[config.mk]
export PLATFORM = sky130hd
export DESIGN_NAME = int_ctrl
export DESIGN_NICKNAME = d
export VERILOG_FILES = /design/src/rtl/int_ctrl_pkg.sv /design/src/rtl/int_ctrl_irq_sync.sv /design/src/rtl/int_ctrl.sv
export SDC_FILE = /design/constraint.sdc
export NUM_CORES = 1
export LEC_CHECK = 0
export CAP_MARGIN = 20
export CORE_ASPECT_RATIO = 1.1
export CORE_MARGIN = 2
export CORE_UTILIZATION = 40
export CTS_CLUSTER_SIZE = 25
export DETAILED_ROUTE_END_ITERATION = 8
export PLACE_DENSITY = 0.78
export SLEW_MARGIN = 20
export SYNTH_ARGS = -nofsm -noshare
export SYNTH_HDL_FRONTEND = slang
export SYNTH_HIERARCHICAL = 1
export SYNTH_SLANG_ARGS = --single-unit
export TNS_END_PERCENT = 1
[constraint.sdc]
create_clock -name clk -period 1.5 [get_ports clk]
set_clock_uncertainty 0.1 [all_clocks]
set_input_delay 0.375 -clock clk [delete_from_list [all_inputs] [get_ports clk]]
set_output_delay 0.375 -clock clk [all_outputs]
set_load 0.03 [all_outputs]
[src/rtl/int_ctrl_pkg.sv]
// rtl/int_ctrl_pkg.sv - shared state encoding and default sizing for int_ctrl
//
// Purpose: FSM state encoding and default parameter values shared by the
//          interrupt controller and its per-source synchroniser.
// Contents:
//   int_state_e          - INT_IDLE=0, INT_REQ=1, INT_SERVICE=2 (3 is unused)
//   N_SRC_DEFAULT        - number of interrupt sources (matches CPU grant width)
//   SYNC_STAGES_DEFAULT  - synchroniser depth per request line
package int_ctrl_pkg;

  localparam int N_SRC_DEFAULT       = 4;
  localparam int SYNC_STAGES_DEFAULT = 2;

  typedef enum logic [1:0] {
    INT_IDLE    = 2'd0,
    INT_REQ     = 2'd1,
    INT_SERVICE = 2'd2
  } int_state_e;

endpackage

[src/rtl/int_ctrl_irq_sync.sv]
// rtl/int_ctrl_irq_sync.sv - request line synchroniser with rising-edge detect
//
// Purpose: brings one asynchronous request line into the clk domain and
//          produces a one-cycle pulse for each rising edge.
// Ports:
//   clk    in   system clock
//   reset  in   asynchronous active-low reset
//   irq    in   raw asynchronous request line
//   evt    out  one-cycle event pulse (synchronised level & ~history)
module irq_sync #(
  parameter int SYNC_STAGES = 2
) (
  input  logic clk,
  input  logic reset,
  input  logic irq,
  output logic evt
);

  logic [SYNC_STAGES-1:0] sync_q;
  logic                   hist_q;

  always_ff @(posedge clk or negedge reset) begin
    if (!reset) begin
      sync_q <= '0;
      hist_q <= 1'b0;
    end else begin
      sync_q <= {sync_q[SYNC_STAGES-2:0], irq};
      hist_q <= sync_q[SYNC_STAGES-1];
    end
  end

  assign evt = sync_q[SYNC_STAGES-1] & ~hist_q;

endmodule

[src/rtl/int_ctrl.sv]
// rtl/int_ctrl.sv - interrupt controller: pending latch, priority select, Ireq/Iack FSM
//
// Purpose: latches edge events from N_SRC asynchronous lines as pending,
//          masks with int_en, picks the lowest-index eligible source and runs
//          the Ireq/Iack/eret handshake with the CPU.
// Ports:
//   clk      in   system clock
//   reset    in   asynchronous active-low reset
//   irq_in   in   raw request lines, rising edge = event
//   int_en   in   per-source enable from the CPU
//   Iack     in   CPU acknowledge pulse (honoured only in REQ)
//   eret     in   CPU return-from-interrupt pulse (honoured only in SERVICE)
//   ovf_clr  in   write-1-to-clear for ovf
//   Ireq     out  registered interrupt request
//   gntInt   out  registered one-hot grant, zero while Ireq is low
//   pending  out  latched pending events
//   ovf      out  sticky overflow: edge arrived while already pending
//   state_o  out  FSM state (IDLE=0, REQ=1, SERVICE=2)
module int_ctrl
  import int_ctrl_pkg::*;
#(
  parameter int N_SRC       = N_SRC_DEFAULT,
  parameter int SYNC_STAGES = SYNC_STAGES_DEFAULT
) (
  input  logic             clk,
  input  logic             reset,
  input  logic [N_SRC-1:0] irq_in,
  input  logic [N_SRC-1:0] int_en,
  input  logic             Iack,
  input  logic             eret,
  input  logic [N_SRC-1:0] ovf_clr,
  output logic             Ireq,
  output logic [N_SRC-1:0] gntInt,
  output logic [N_SRC-1:0] pending,
  output logic [N_SRC-1:0] ovf,
  output logic [1:0]       state_o
);

  logic [N_SRC-1:0] ev;
  logic [N_SRC-1:0] pending_q;
  logic [N_SRC-1:0] ovf_q;
  logic [N_SRC-1:0] gnt_q;
  logic [N_SRC-1:0] eligible;
  logic [N_SRC-1:0] winner;
  logic [N_SRC-1:0] ack_clr;
  int_state_e       state_q;

  for (genvar g = 0; g < N_SRC; g++) begin : g_sync
    irq_sync #(.SYNC_STAGES(SYNC_STAGES)) u_sync (
      .clk   (clk),
      .reset (reset),
      .irq   (irq_in[g]),
      .evt   (ev[g])
    );
  end

  assign eligible = pending_q & int_en;

  // Lowest index wins: scan from the top so the last hit is the lowest bit.
  always_comb begin
    winner = '0;
    for (int i = N_SRC - 1; i >= 0; i--) begin
      if (eligible[i]) begin
        winner    = '0;
        winner[i] = 1'b1;
      end
    end
  end

  assign ack_clr = (state_q == INT_REQ && Iack) ? gnt_q : '0;

  // A fresh event beats the acknowledge clear; it re-arms the source rather
  // than counting as an overflow of the request being acknowledged.
  always_ff @(posedge clk or negedge reset) begin
    if (!reset) begin
      pending_q <= '0;
      ovf_q     <= '0;
    end else begin
      pending_q <= (pending_q & ~ack_clr) | ev;
      ovf_q     <= (ovf_q & ~ovf_clr) | (ev & pending_q & ~ack_clr);
    end
  end

  always_ff @(posedge clk or negedge reset) begin
    if (!reset) begin
      state_q <= INT_IDLE;
      gnt_q   <= '0;
      Ireq    <= 1'b0;
      gntInt  <= '0;
    end else begin
      case (state_q)
        INT_REQ: begin
          if (Iack) begin
            state_q <= INT_SERVICE;
            Ireq    <= 1'b0;
            gntInt  <= '0;
          end else if ((gnt_q & int_en) == '0) begin
            state_q <= INT_IDLE;
            Ireq    <= 1'b0;
            gntInt  <= '0;
          end
        end
        INT_SERVICE: begin
          if (eret) begin
            state_q <= INT_IDLE;
          end
        end
        // INT_IDLE and the unused encoding both behave as idle.
        default: begin
          Ireq   <= 1'b0;
          gntInt <= '0;
          if (eligible != '0) begin
            state_q <= INT_REQ;
            gnt_q   <= winner;
            Ireq    <= 1'b1;
            gntInt  <= winner;
          end else begin
            state_q <= INT_IDLE;
          end
        end
      endcase
    end
  end

  assign pending = pending_q;
  assign ovf     = ovf_q;
  assign state_o = state_q;

endmodule
Word level (Yosys, flattened, before mapping). Index checks and enable logic that the tools add are counted.

Logic and storage cells: 63. Register bits: 31. Bits of input ports: 16. Output and inout bits: 15.

Mux-type cells: 18. Bitwise gates (word level): 20. Reduce and logical (&&, ||, !) cells: 7. Equal/unequal tests: 4.

Operators by type and width (number): two-way mux 4 bit (8); bitwise AND 4 bit (6); NOT 4 bit (2); bitwise OR 4 bit (2); one-hot mux 4 bit (2 select lines) (1); two-way mux 2 bit (3); NOT 1 bit (6); AND reduction 2 bit (3); bitwise AND 1 bit (4); logical NOT 4 bit (1); two-way mux 1 bit (4); one-hot mux 2 bit (2 select lines) (1); nonzero test 4 bit (1); != test 3 x 2 -> 1 bit (second input constant) (1); equality test 2 x 1 -> 1 bit (second input constant) (1); equality test 2 bit (second input constant) (1); != test 2 bit (second input constant) (1); one-hot mux 1 bit (2 select lines) (1); OR reduction 2 bit (1); logical AND 1 bit (1).

Longest topological paths before layout. Gate-level depths: netlist of the first run.

Depth after elaboration: 7. Gate-level depth with buffers: 6. Depth with buffers taken out: 6.

Cells and area by module. Netlist of the first run, hierarchy kept.

Modules (own cells, without submodules): int_ctrl (area an instance 830.8 sq um, instances 1, seq. area each 475.5 sq um, cells an instance 78); irq_sync (area an instance 88.8 sq um, instances 4, seq. area each 75.1 sq um, cells an instance 4).

Worst setup path before layout of the first run. Ideal clock, no wire load.

Path kind: register to register. Start: reg pending_q[0], in the netlist pending[0]. End: reg gnt_q[1]. Arrival: 1.475 ns. Required time: 1.275 ns. Setup slack: -0.200 ns. Path buffers: 0. Cell stages (with the launch flop): 5. Period minus slack after synthesis: 1.700 ns. Library setup time: 0.125 ns. Path through: dfrtp_1 > a222oi_1 > nand2_1 > and2_4 > mux2_4.

Word-level cells in the longest chain between the ends: 3. Elaborated cells on any way between the ends: 4. Those cells by class: mux: 1; bitwise: 1; reduce/logical: 2.

Ends and longest elaborated chain: start, declared (line int_ctrl.sv:40) `logic [N_SRC-1:0] pending_q;`; start signal, assigned (line int_ctrl.sv:79) `pending_q <= (pending_q & ~ack_clr) | ev;`; bitwise AND 4 bit (*) (line int_ctrl.sv:57) `assign eligible = pending_q & int_en;`; nonzero test 4 bit (line int_ctrl.sv:112) `if (eligible != '0) begin`; AND reduction 2 bit (no line); end signal, assigned (line int_ctrl.sv:114) `gnt_q <= winner;`; end, declared (line int_ctrl.sv:42) `logic [N_SRC-1:0] gnt_q;`.

Every way passes the cells marked *; elsewhere a longest branch is shown, timed or not. A chain may end at the register's enable or synchronous reset.

Final worst setup path of the first run. Same ends and word-level chain as after synthesis.

==> key figures, run 1 <==
Status
  • Status: finished, violations left
  • Failing checks: setup timing

Synth
  • Flops & latches, synth: 31
  • Ys Warns: 6
  • Library cells used by synthesis: 26
  • Mapped Cells: 94
  • Area leader, netlist: dfrtp_1
  • Synthesized area per cell: 12.6 sq um
  • Synth top area cells: dfrtp_1, nor2b_4, inv_1
  • Share of Yosys cell area claimed by the top area cell type: 65.4%
  • Synthesized net count: 112
  • Cell area after synthesis: 0.00119 sq mm
  • Register area share after synthesis: 65.4%

Placement
  • I/O Buffers: 30
  • DP HPWL: 1880 um
  • Final GP Congestion: 0.955

Routing
  • Drt pass-1 iters: 4
  • DRC: 0
  • Iteration-0 DRC Markers: 28
  • DRT antenna net count: 0
  • Via/cell ratio: 5.22
  • Vias: 945
  • WL/cell: 15.0 um
  • Total wire length: 2720 um

Worst setup path
  • Critical path startpoint category: register
  • Critical path class: reg2reg
  • CP endpoint kind: register
  • CP arrival: 1.73 ns
  • Max FO, Critical Path: 4
  • Req. time, crit path: 1.63 ns

Clock tree
  • Clock Tree Root: clkbuf_4
  • Clock tree buffer depth: 2
  • CTS tree: done
  • Clock sink count: 31
  • CTS clk-pin slew, worst paths: 0.10 ns
  • Hold bufs inserted after CTS: 0
  • CTS Buf Count: 5
  • Clk_lat worst skew: 0.33 ns
  • Max H-tree Level: 2

Power and ir drop
  • Clock network fraction of total power: 14.0%
  • Peak VDD IR: 0.00124 V
  • Sw power: 1.37 mW
  • Pwr/cell area: 1960 mW/mm^2
  • Internal power: 2.04 mW
  • Logic pwr share: 49.9%
  • Switch share: 40.1%
  • Leak: 0.806 nW
  • Seq pwr share: 36.1%
  • Overall Power: 3.40 mW

Finish
  • Fraction of layout cells with a size suffix above 1: 40.5%
  • Fillers: 234
  • Multi-input gate area: 398 sq um
  • Post-layout util: 62.0%
  • Ant diodes: 0
  • Final net count: 165
  • Layout area overhead: 46.4%
  • Reg area: 781 sq um

Timing
  • RSZ-0062 raised after global routing: true
  • Final setup viols: 5
  • Headroom to the max-slew limit: 75.9%
  • Setup slack after layout: -0.101 ns
  • Endpoints failing hold: 0
  • Max Clock Freq: 0.625 GHz
  • Slew @ Worst Pin: 0.361 ns
  • Final Slew Violations: 0
  • Min Tclk post-route: 1.60 ns
  • Tightest hold margin: 0.256 ns
  • Final period util: 107%

Die
  • Die ar.: 0.00342 sq mm
  • Standard-cell rows: 20
  • Die width: 55.9 um
  • Ports: 31
  • Initial Util: 42.3%
  • Core area: 0.00280 sq mm
  • Die height: 61.1 um

Worst hold path
  • Hold WC Path Type: reg2reg

Global routing
  • Total track usage: 18.2%
  • Largest net degree at the start of global routing: 32
  • Remaining global-route overflow: 0
  • Initial antenna violation count: 0
  • First-pass GRT wire length: 4540 um
  • Vias in the first global route: 989

Run
  • Max-cap violation count: 0
## metrics by stage
step | cell area (sq um) | setup TNS (ns) | std cells | setup slack [ns]
3_5_place_dp | 1610 | -4.92 | 170 | -0.540
4_1_cts | 1700 | -0.187 | 181 | -0.0837
3_3_place_gp | 1610 | -4.21 | 170 | -0.492
6_report | 1740 | -0.266 | 181 | -0.101
2_1_floorplan | 1190 | -0.519 | 94 | -0.142
5_1_grt | 1740 | -0.756 | 181 | -0.172
## registers in the layout, summed over array words and instances (netlist names)
signal	count
g_sync.u_sync/sync_q	8
g_sync.u_sync/hist_q	4
gntInt	4
gnt_q	4
ovf	4
pending	4
state_o	2
Ireq	1
## per-layer routing
layer / GRT usage (%) / wire (um) / vias to the layer above
met4: 8.16 / 53 / 0
met1: 21.0 / 1150 / 454
li1: - / - / 437
met3: 7.98 / 200 / 8
met2: 30.1 / 1320 / 46
met5: 0 / 0 / -
## synthesized netlist by cell type
library cell,n
a21o_1,1
a21oi_1,3
a222oi_1,1
a22o_1,2
a22o_2,1
a22oi_1,2
a31oi_1,1
a32o_1,1
and2_4,1
and4_1,1
dfrtp_1,31
ha_1,2
inv_1,12
mux2_2,1
mux2_4,1
nand2_1,9
nand2b_1,1
nand3_1,5
nor2_1,2
nor2b_1,1
nor2b_4,4
o21ai_0,4
o22ai_1,3
o2bb2ai_1,2
o32ai_1,1
or2_0,1
## path summary, 6_finish.rpt
check	startpoint	end	slack (ns)	depth (start not counted)
worst max register to register	pending[0]$_DFF_PN0_	gnt_q[1]$_DFFE_PN0P_	-0.10	4
min in group asynchronous	reset	g_sync[1].u_sync/hist_q$_DFF_PN0_	0.29	2
worst min-delay path	g_sync[3].u_sync/sync_q[0]$_DFF_PN0_	g_sync[3].u_sync/sync_q[1]$_DFF_PN0_	0.26	0
worst min register to register	g_sync[3].u_sync/sync_q[0]$_DFF_PN0_	g_sync[3].u_sync/sync_q[1]$_DFF_PN0_	0.26	0
max in group asynchronous	reset	state_o[0]$_DFFE_PN0P_	0.83	2
worst max-delay path	pending[0]$_DFF_PN0_	gnt_q[1]$_DFFE_PN0P_	-0.10	4
## logic make-up (layout without fill, tap and decap cells)
family | count (synthesis) | after routing | synth area share [%]
compound gates | 22 | 22 | 13.2
fa+ha+maj | 2 | 2 | 2.11
buf+inv | 12 | 66 | 3.80
flops | 31 | 31 | 65.4
mux | 2 | 2 | 2.21
simple gates | 25 | 25 | 13.3
## placed cells by master (no fill, tap or decap), types with 3 or more instances in the layout
| master | instances |
|---|---|
| buf_4 | 23 |
| buf_6 | 5 |
| clkbuf_4 | 5 |
| clkdlybuf4s50_1 | 12 |
| dfrtp_1 | 27 |
| dfrtp_2 | 4 |
| dlygate4sd2_1 | 3 |
| inv_1 | 10 |
| nand2_1 | 8 |
| nand3_1 | 5 |
| nor2b_4 | 5 |
| o22ai_1 | 3 |
## timing repair
item	4_1_cts	5_1_grt
pin swaps	2	1
resized for setup	16	13
setup endpoints to repair	14	19
buffers inserted	3	0
## cell type report
| class | count | area share [%] |
|---|---|---|
| clock inverters | 2 | 0.720 |
| clock buffers | 6 | 2.38 |
| well taps | 33 | 2.38 |
| repair buffers | 46 | 24.1 |
| flip-flops and latches | 31 | 45.0 |
| inverters | 12 | 2.59 |
| multi-input cells | 51 | 22.9 |
## power by group through the flow
stage	clock network [mW]	registers (mW)	logic (mW)
global route	0.543	1.26	1.80
floorplan	0	1.52	0.557
CTS	0.500	1.21	1.58
finish	0.477	1.23	1.70
global placement	0	1.22	1.47
detailed placement	0	1.23	1.51
## critical path, cell delays in order (launching register included)
cell      delay [ns]
dfrtp_2         0.42
a222oi_1        0.38
nand2_1         0.13
and2_4          0.17
mux2_4          0.29
(Power assumes the default switching activity.)
==> inputs of run 2 (changes only) <==
--- a/config.mk
+++ b/config.mk
@@ -8,10 +8,10 @@
 export CAP_MARGIN = 20
 export CORE_ASPECT_RATIO = 1.1
 export CORE_MARGIN = 2
-export CORE_UTILIZATION = 40
+export CORE_UTILIZATION = 42
 export CTS_CLUSTER_SIZE = 25
 export DETAILED_ROUTE_END_ITERATION = 8
-export PLACE_DENSITY = 0.78
+export PLACE_DENSITY = 0.81
 export SLEW_MARGIN = 20
 export SYNTH_ARGS = -nofsm -noshare
 export SYNTH_HDL_FRONTEND = slang
==> constraint.sdc (replaced) <==
create_clock -name clk -period 1.5 [get_ports clk]
set_clock_uncertainty 0.1 [all_clocks]
set_input_delay 0.3 -clock clk [delete_from_list [all_inputs] [get_ports clk]]
set_output_delay 0.3 -clock clk [all_outputs]
set_load 0.03 [all_outputs]
==> run 2 against run 1 <==
Effect of this change:
- the flow still finishes with violations (setup timing)
- core utilization is 1.5 points lower
- register-to-register slack worse by 0.03 ns
- critical path depth did not move
- design area down 5.0%
- die area shrank 4.4%
==> key figures, run 2 (same netlist as run 1, synthesis figures left out) <==
Die
  • Die ar.: 0.00327 sq mm
  • Core area: 0.00273 sq mm
  • Standard-cell rows: 20
  • Initial Util: 43.5%
  • Die width: 54.7 um
  • Ports: 31
  • Die height: 59.7 um

Power and ir drop
  • Pwr/cell area: 1930 mW/mm^2
  • Overall Power: 3.19 mW
  • Internal power: 1.91 mW
  • Logic pwr share: 47.4%
  • Peak VDD IR: 0.00104 V
  • Clock network fraction of total power: 14.5%
  • Sw power: 1.28 mW
  • Seq pwr share: 38.1%
  • Leak: 0.772 nW
  • Switch share: 40.1%

Routing
  • Total wire length: 2450 um
  • WL/cell: 13.9 um
  • Via/cell ratio: 5.18
  • Vias: 912
  • DRT antenna net count: 0
  • Iteration-0 DRC Markers: 24
  • Drt pass-1 iters: 4
  • DRC: 0

Global routing
  • Largest net degree at the start of global routing: 32
  • First-pass GRT wire length: 4080 um
  • Initial antenna violation count: 0
  • Remaining global-route overflow: 0
  • Total track usage: 18.4%
  • Vias in the first global route: 890

Worst setup path
  • CP arrival: 1.75 ns
  • R2R depth: 4
  • R2R Path End: gnt_q[1]$_DFFE_PN0P_
  • Crit-path max cell delay: 0.41 ns
  • Worst reg2reg setup slack: -0.14 ns
  • Reg-to-reg startpoint: pending[0]$_DFF_PN0_
  • CP Buf/Inv Count: 0
  • Critical path startpoint category: register
  • Max FO, Critical Path: 4
  • Req. time, crit path: 1.62 ns
  • Critical path class: reg2reg
  • CP max-delay cell: dfrtp_2
  • Crit path max-delay family: flip-flops
  • CP endpoint kind: register
  • Worst-path cell chain: a222oi_1 > nand2_1 > and2_4 > mux2_4

Finish
  • Final net count: 160
  • Top reg by flops: g_sync.u_sync/sync_q
  • Max reg flops: 8
  • Layout area overhead: 39.1%
  • Final Non-Filler Cells: 176
  • Most common cell after layout, fill and taps aside: dfrtp_1
  • Most frequent cells in the layout: dfrtp_1, clkdlybuf4s50_1, buf_4, inv_1
  • Fraction of layout cells with a size suffix above 1: 34.3%
  • Post-layout util: 60.5%
  • Ant diodes: 0

Timing
  • Final period util: 109%
  • Min Tclk post-route: 1.64 ns
  • Max Clock Freq: 0.611 GHz
  • Final Slew Violations: 0
  • Headroom to the max-slew limit: 73.2%
  • Endpoints failing hold: 0
  • Slew @ Worst Pin: 0.401 ns
  • Final setup viols: 4
  • Tightest hold margin: 0.223 ns
  • RSZ-0062 raised after global routing: true
  • Setup slack after layout: -0.135 ns

Status
  • Status: finished, violations left
  • Failing checks: setup timing

Clock tree
  • CTS Buf Count: 5
  • Clock sink count: 31
  • Clock tree buffer depth: 2
  • CTS clk-pin slew, worst paths: 0.10 ns
  • Clk_lat worst skew: 0.33 ns
  • Max H-tree Level: 2
  • Clock Tree Root: clkbuf_4
  • Hold bufs inserted after CTS: 0
  • CTS tree: done

Worst hold path
  • Hold WC Path Type: in2async

Placement
  • Final GP Congestion: 0.931
  • DP HPWL: 1760 um
  • I/O Buffers: 30
  • Placed insts: 167

Run
  • Max-cap violation count: 0
## run 2: cell type report
type | instances | area, sq um
fillers | 221 | 1080
flip-flops and latches | 31 | 779
multi-input cells | 51 | 389
repair buffers | 41 | 342
inverters | 12 | 45.0
clock buffers | 6 | 41.3
well taps | 33 | 41.3
clock inverters | 2 | 12.5
## run 2: worst reg2reg max path, stage by stage (launching register included)
cell and delay, ns:
dfrtp_2 0.41, a222oi_1 0.41, nand2_1 0.13, and2_4 0.18, mux2_4 0.29
## run 2: worst max path at each step
stage                                start                endpoint  slack (ns)  depth (start not counted)
detailed placement               int_en[0]    gnt_q[1]$_DFFE_PN0P_       -0.53                          5
floorplan             pending[0]$_DFF_PN0_    gnt_q[1]$_DFFE_PN0P_       -0.14                          4
global placement                 int_en[0]    gnt_q[1]$_DFFE_PN0P_       -0.46                          5
global route        state_o[0]$_DFFE_PN0P_  state_o[0]$_DFFE_PN0P_       -0.14                          5
CTS                   pending[0]$_DFF_PN0_    gnt_q[1]$_DFFE_PN0P_       -0.10                          4
finish                pending[0]$_DFF_PN0_    gnt_q[1]$_DFFE_PN0P_       -0.14                          4
## run 2: timing repair
action | in CTS | in global routing
gates resized for setup | 32 | 21
setup endpoints to repair | 22 | 23
pin swaps | 1 | 2
setup buffers | 0 | 1
## run 2: power groups by stage
stage | clock [mW] | sequential [mW] | combinational (mW)
detailed placement | 0 | 1.22 | 1.53
global route | 0.524 | 1.24 | 1.62
CTS | 0.489 | 1.21 | 1.49
floorplan | 0 | 1.52 | 0.557
finish | 0.462 | 1.22 | 1.51
global placement | 0 | 1.21 | 1.49
## run 2: through the flow
stage / setup slack (ns) / TNS [ns] / cell area [sq um]
2_1_floorplan: -0.142 / -0.519 / 1190
3_3_place_gp: -0.459 / -3.70 / 1610
3_5_place_dp: -0.534 / -4.14 / 1610
4_1_cts: -0.101 / -0.181 / 1670
5_1_grt: -0.141 / -0.423 / 1650
6_report: -0.135 / -0.251 / 1650
## run 2: layer usage
metal | up-vias | routed length, um | track usage (%) | part of all wire [%]
met1 | 449 | 1040 | 23.5 | 42
met4 | 0 | 10 | 7.50 | 0.41
met5 | - | 0 | 0 | 0
li1 | 423 | - | - | -
met2 | 38 | 1210 | 26.7 | 49
met3 | 2 | 193 | 8.50 | 7.9
==> inputs of run 3 (changes only) <==
--- a/config.mk
+++ b/config.mk
@@ -11,6 +11,7 @@
 export CORE_UTILIZATION = 42
 export CTS_CLUSTER_SIZE = 25
 export DETAILED_ROUTE_END_ITERATION = 8
+export GPL_TIMING_DRIVEN = 0
 export PLACE_DENSITY = 0.81
 export SLEW_MARGIN = 20
 export SYNTH_ARGS = -nofsm -noshare
==> run 3 against run 2 <==
Effect of this change:
- the flow still finishes with violations (setup timing)
- count of clock-buffer cells in the layout up 2
- sequential share of layout area rose by 2.0 points
- clock power rose by 19%
- total power fell by 2.3%
- maximum frequency decreased by 3.8%
- non-clock buffer count down 8
- worst setup slack lost 0.064 ns
- cell count shrank 4.5%
- worst hold slack improved by 0.030 ns
- design area is 4.0% lower
- critical path depth stayed put
==> key figures, run 3 (same netlist as run 1, synthesis figures left out) <==
Timing
  • Setup slack after layout: -0.200 ns
  • Max Clock Freq: 0.588 GHz
  • Headroom to the max-slew limit: 55.4%
  • Final period util: 113%
  • Setup TNS after final layout: -0.456 ns
  • Slew @ Worst Pin: 0.669 ns
  • Final setup viols: 6
  • Tightest hold margin: 0.253 ns
  • RSZ-0062 raised after global routing: true
  • Min Tclk post-route: 1.70 ns
  • Endpoints failing hold: 0
  • Final Slew Violations: 0

Worst setup path
  • R2R Path End: gnt_q[1]$_DFFE_PN0P_
  • Crit-path max cell delay: 0.45 ns
  • CP arrival: 1.81 ns
  • Req. time, crit path: 1.61 ns
  • CP max-delay cell: dfrtp_2
  • Worst reg2reg setup slack: -0.20 ns
  • Max FO, Critical Path: 6
  • Reg-to-reg startpoint: pending[0]$_DFF_PN0_
  • Critical path class: reg2reg
  • Critical path startpoint category: register
  • CP endpoint kind: register
  • R2R depth: 4
  • Worst-path cell chain: a222oi_1 > nand2_1 > and2_4 > mux2_4

Worst hold path
  • Hold WC Path Type: reg2reg
  • Hold Path Cell Cnt: 0
  • HP Start: g_sync[1].u_sync/sync_q[0]$_DFF_PN0_
  • Hold worst-path end: g_sync[1].u_sync/sync_q[1]$_DFF_PN0_

Routing
  • Detail Route met3 WL: 172 um
  • WL/cell: 14.5 um
  • Drt pass-1 iters: 6
  • Total wire length: 2430 um
  • DRT antenna net count: 0
  • DRC: 0
  • Vias: 870
  • Met2 routed WL: 1240 um
  • Via/cell ratio: 5.18
  • Top Layer Used: met4
  • M1 wire length: 947 um
  • Iteration-0 DRC Markers: 28

Die
  • Initial Util: 43.5%
  • Die width: 54.7 um
  • Die ar.: 0.00327 sq mm
  • Standard-cell rows: 20
  • Ports: 31
  • Die height: 59.7 um
  • Core area: 0.00273 sq mm

Run
  • Max-cap violation count: 0

Global routing
  • Remaining global-route overflow: 0
  • Vias in the first global route: 879
  • First-pass GRT wire length: 3930 um
  • Initial antenna violation count: 0
  • Total track usage: 18.1%
  • Largest net degree at the start of global routing: 32

Finish
  • Most frequent cells in the layout: dfrtp_1, clkdlybuf4s50_1, inv_1, nand2_1, clkbuf_2
  • Most common cell after layout, fill and taps aside: dfrtp_1
  • Ant diodes: 0
  • Final net count: 152
  • Fraction of layout cells with a size suffix above 1: 28.1%
  • Fillers: 232
  • Layout area overhead: 33.5%
  • Max reg flops: 8
  • Final Cell Area: 0.00158 sq mm
  • Top reg by flops: g_sync.u_sync/sync_q

Placement
  • DP HPWL: 1750 um
  • Final GP Congestion: 0.802
  • I/O Buffers: 30
  • Placed Instance Area: 0.00153 sq mm
  • DP Worst Slack: -0.568 ns

Clock tree
  • Clock Tree Root: clkbuf_4
  • CTS tree: done
  • Clk_lat worst skew: 0.33 ns
  • Clock tree buffer depth: 2
  • Max H-tree Level: 2
  • CTS Buf Count: 5
  • Clock sink count: 31
  • CTS clk-pin slew, worst paths: 0.10 ns

Power and ir drop
  • Leak: 0.731 nW
  • Overall Power: 3.12 mW
  • Pwr/cell area: 1970 mW/mm^2
  • Peak VDD IR: 0.00110 V

Status
  • Status: finished, violations left
  • Failing checks: setup timing
run 3: cell count changes in the layout (fill, tap and decap cells not counted), sizes merged:
cell	before	now
dlymetal6s2s	1	0
clkinv	1	0
clkinvlp	1	0
clkbuf	15	16
buf	15	6
clkdlybuf4s15	2	4
dlygate4sd3	0	1
run 3: layer usage:
metal  GRT usage (%)  vias to the layer above
li1                -                      411
met1            20.5                      418
met2            28.2                       33
met3            7.75                        8
met4            10.0                        0
met5               0                        -
run 3: final cells by class:
type | count | area [sq um] | area share [%]
flip-flops and latches | 31 | 779 | 49.2
well taps | 33 | 41.3 | 2.61
clock buffers | 8 | 68.8 | 4.34
inverters | 12 | 45.0 | 2.84
multi-input cells | 51 | 383 | 24.2
repair buffers | 33 | 267 | 16.8
run 3: worst max path at each step:
stage | slack [ns] | start | depth (start not counted) | end
floorplan | -0.14 | pending[0]$_DFF_PN0_ | 4 | gnt_q[1]$_DFFE_PN0P_
global placement | -0.56 | int_en[0] | 5 | gnt_q[1]$_DFFE_PN0P_
detailed placement | -0.57 | int_en[0] | 5 | gnt_q[1]$_DFFE_PN0P_
CTS | -0.20 | pending[0]$_DFF_PN0_ | 4 | gnt_q[1]$_DFFE_PN0P_
global route | -0.20 | pending[0]$_DFF_PN0_ | 4 | gnt_q[1]$_DFFE_PN0P_
finish | -0.20 | pending[0]$_DFF_PN0_ | 4 | gnt_q[1]$_DFFE_PN0P_
run 3: power by group:
part | switching, mW | internal, mW
combinational | 0.785 | 0.546
clock | 0.274 | 0.275
sequential | 0.174 | 1.06
run 3: worst max-delay path: cells and delay by family (launching register included):
family / cells / cell delay, ns
AND/OR/NAND/NOR: 2 / 0.33
multiplexers: 1 / 0.29
flip-flops: 1 / 0.45
AO/OA/AOI/OAI: 1 / 0.42
run 3: timing repair:
| action | CTS | global route |
|---|---|---|
| endpoints found under the hold margin | 31 | 0 |
| setup endpoints to repair | 27 | 25 |
| pin swaps | 1 | 2 |
| gates resized for setup | 38 | 18 |
| hold buffers | 1 | 0 |
| buffers inserted | 0 | 2 |
run 3: stage by stage:
step | cells | utilization, %
2_1_floorplan | 94 | -
3_3_place_gp | 157 | 56.1
3_5_place_dp | 157 | 56.0
4_1_cts | 166 | 58.9
5_1_grt | 168 | 58.1
6_report | 168 | 58.1
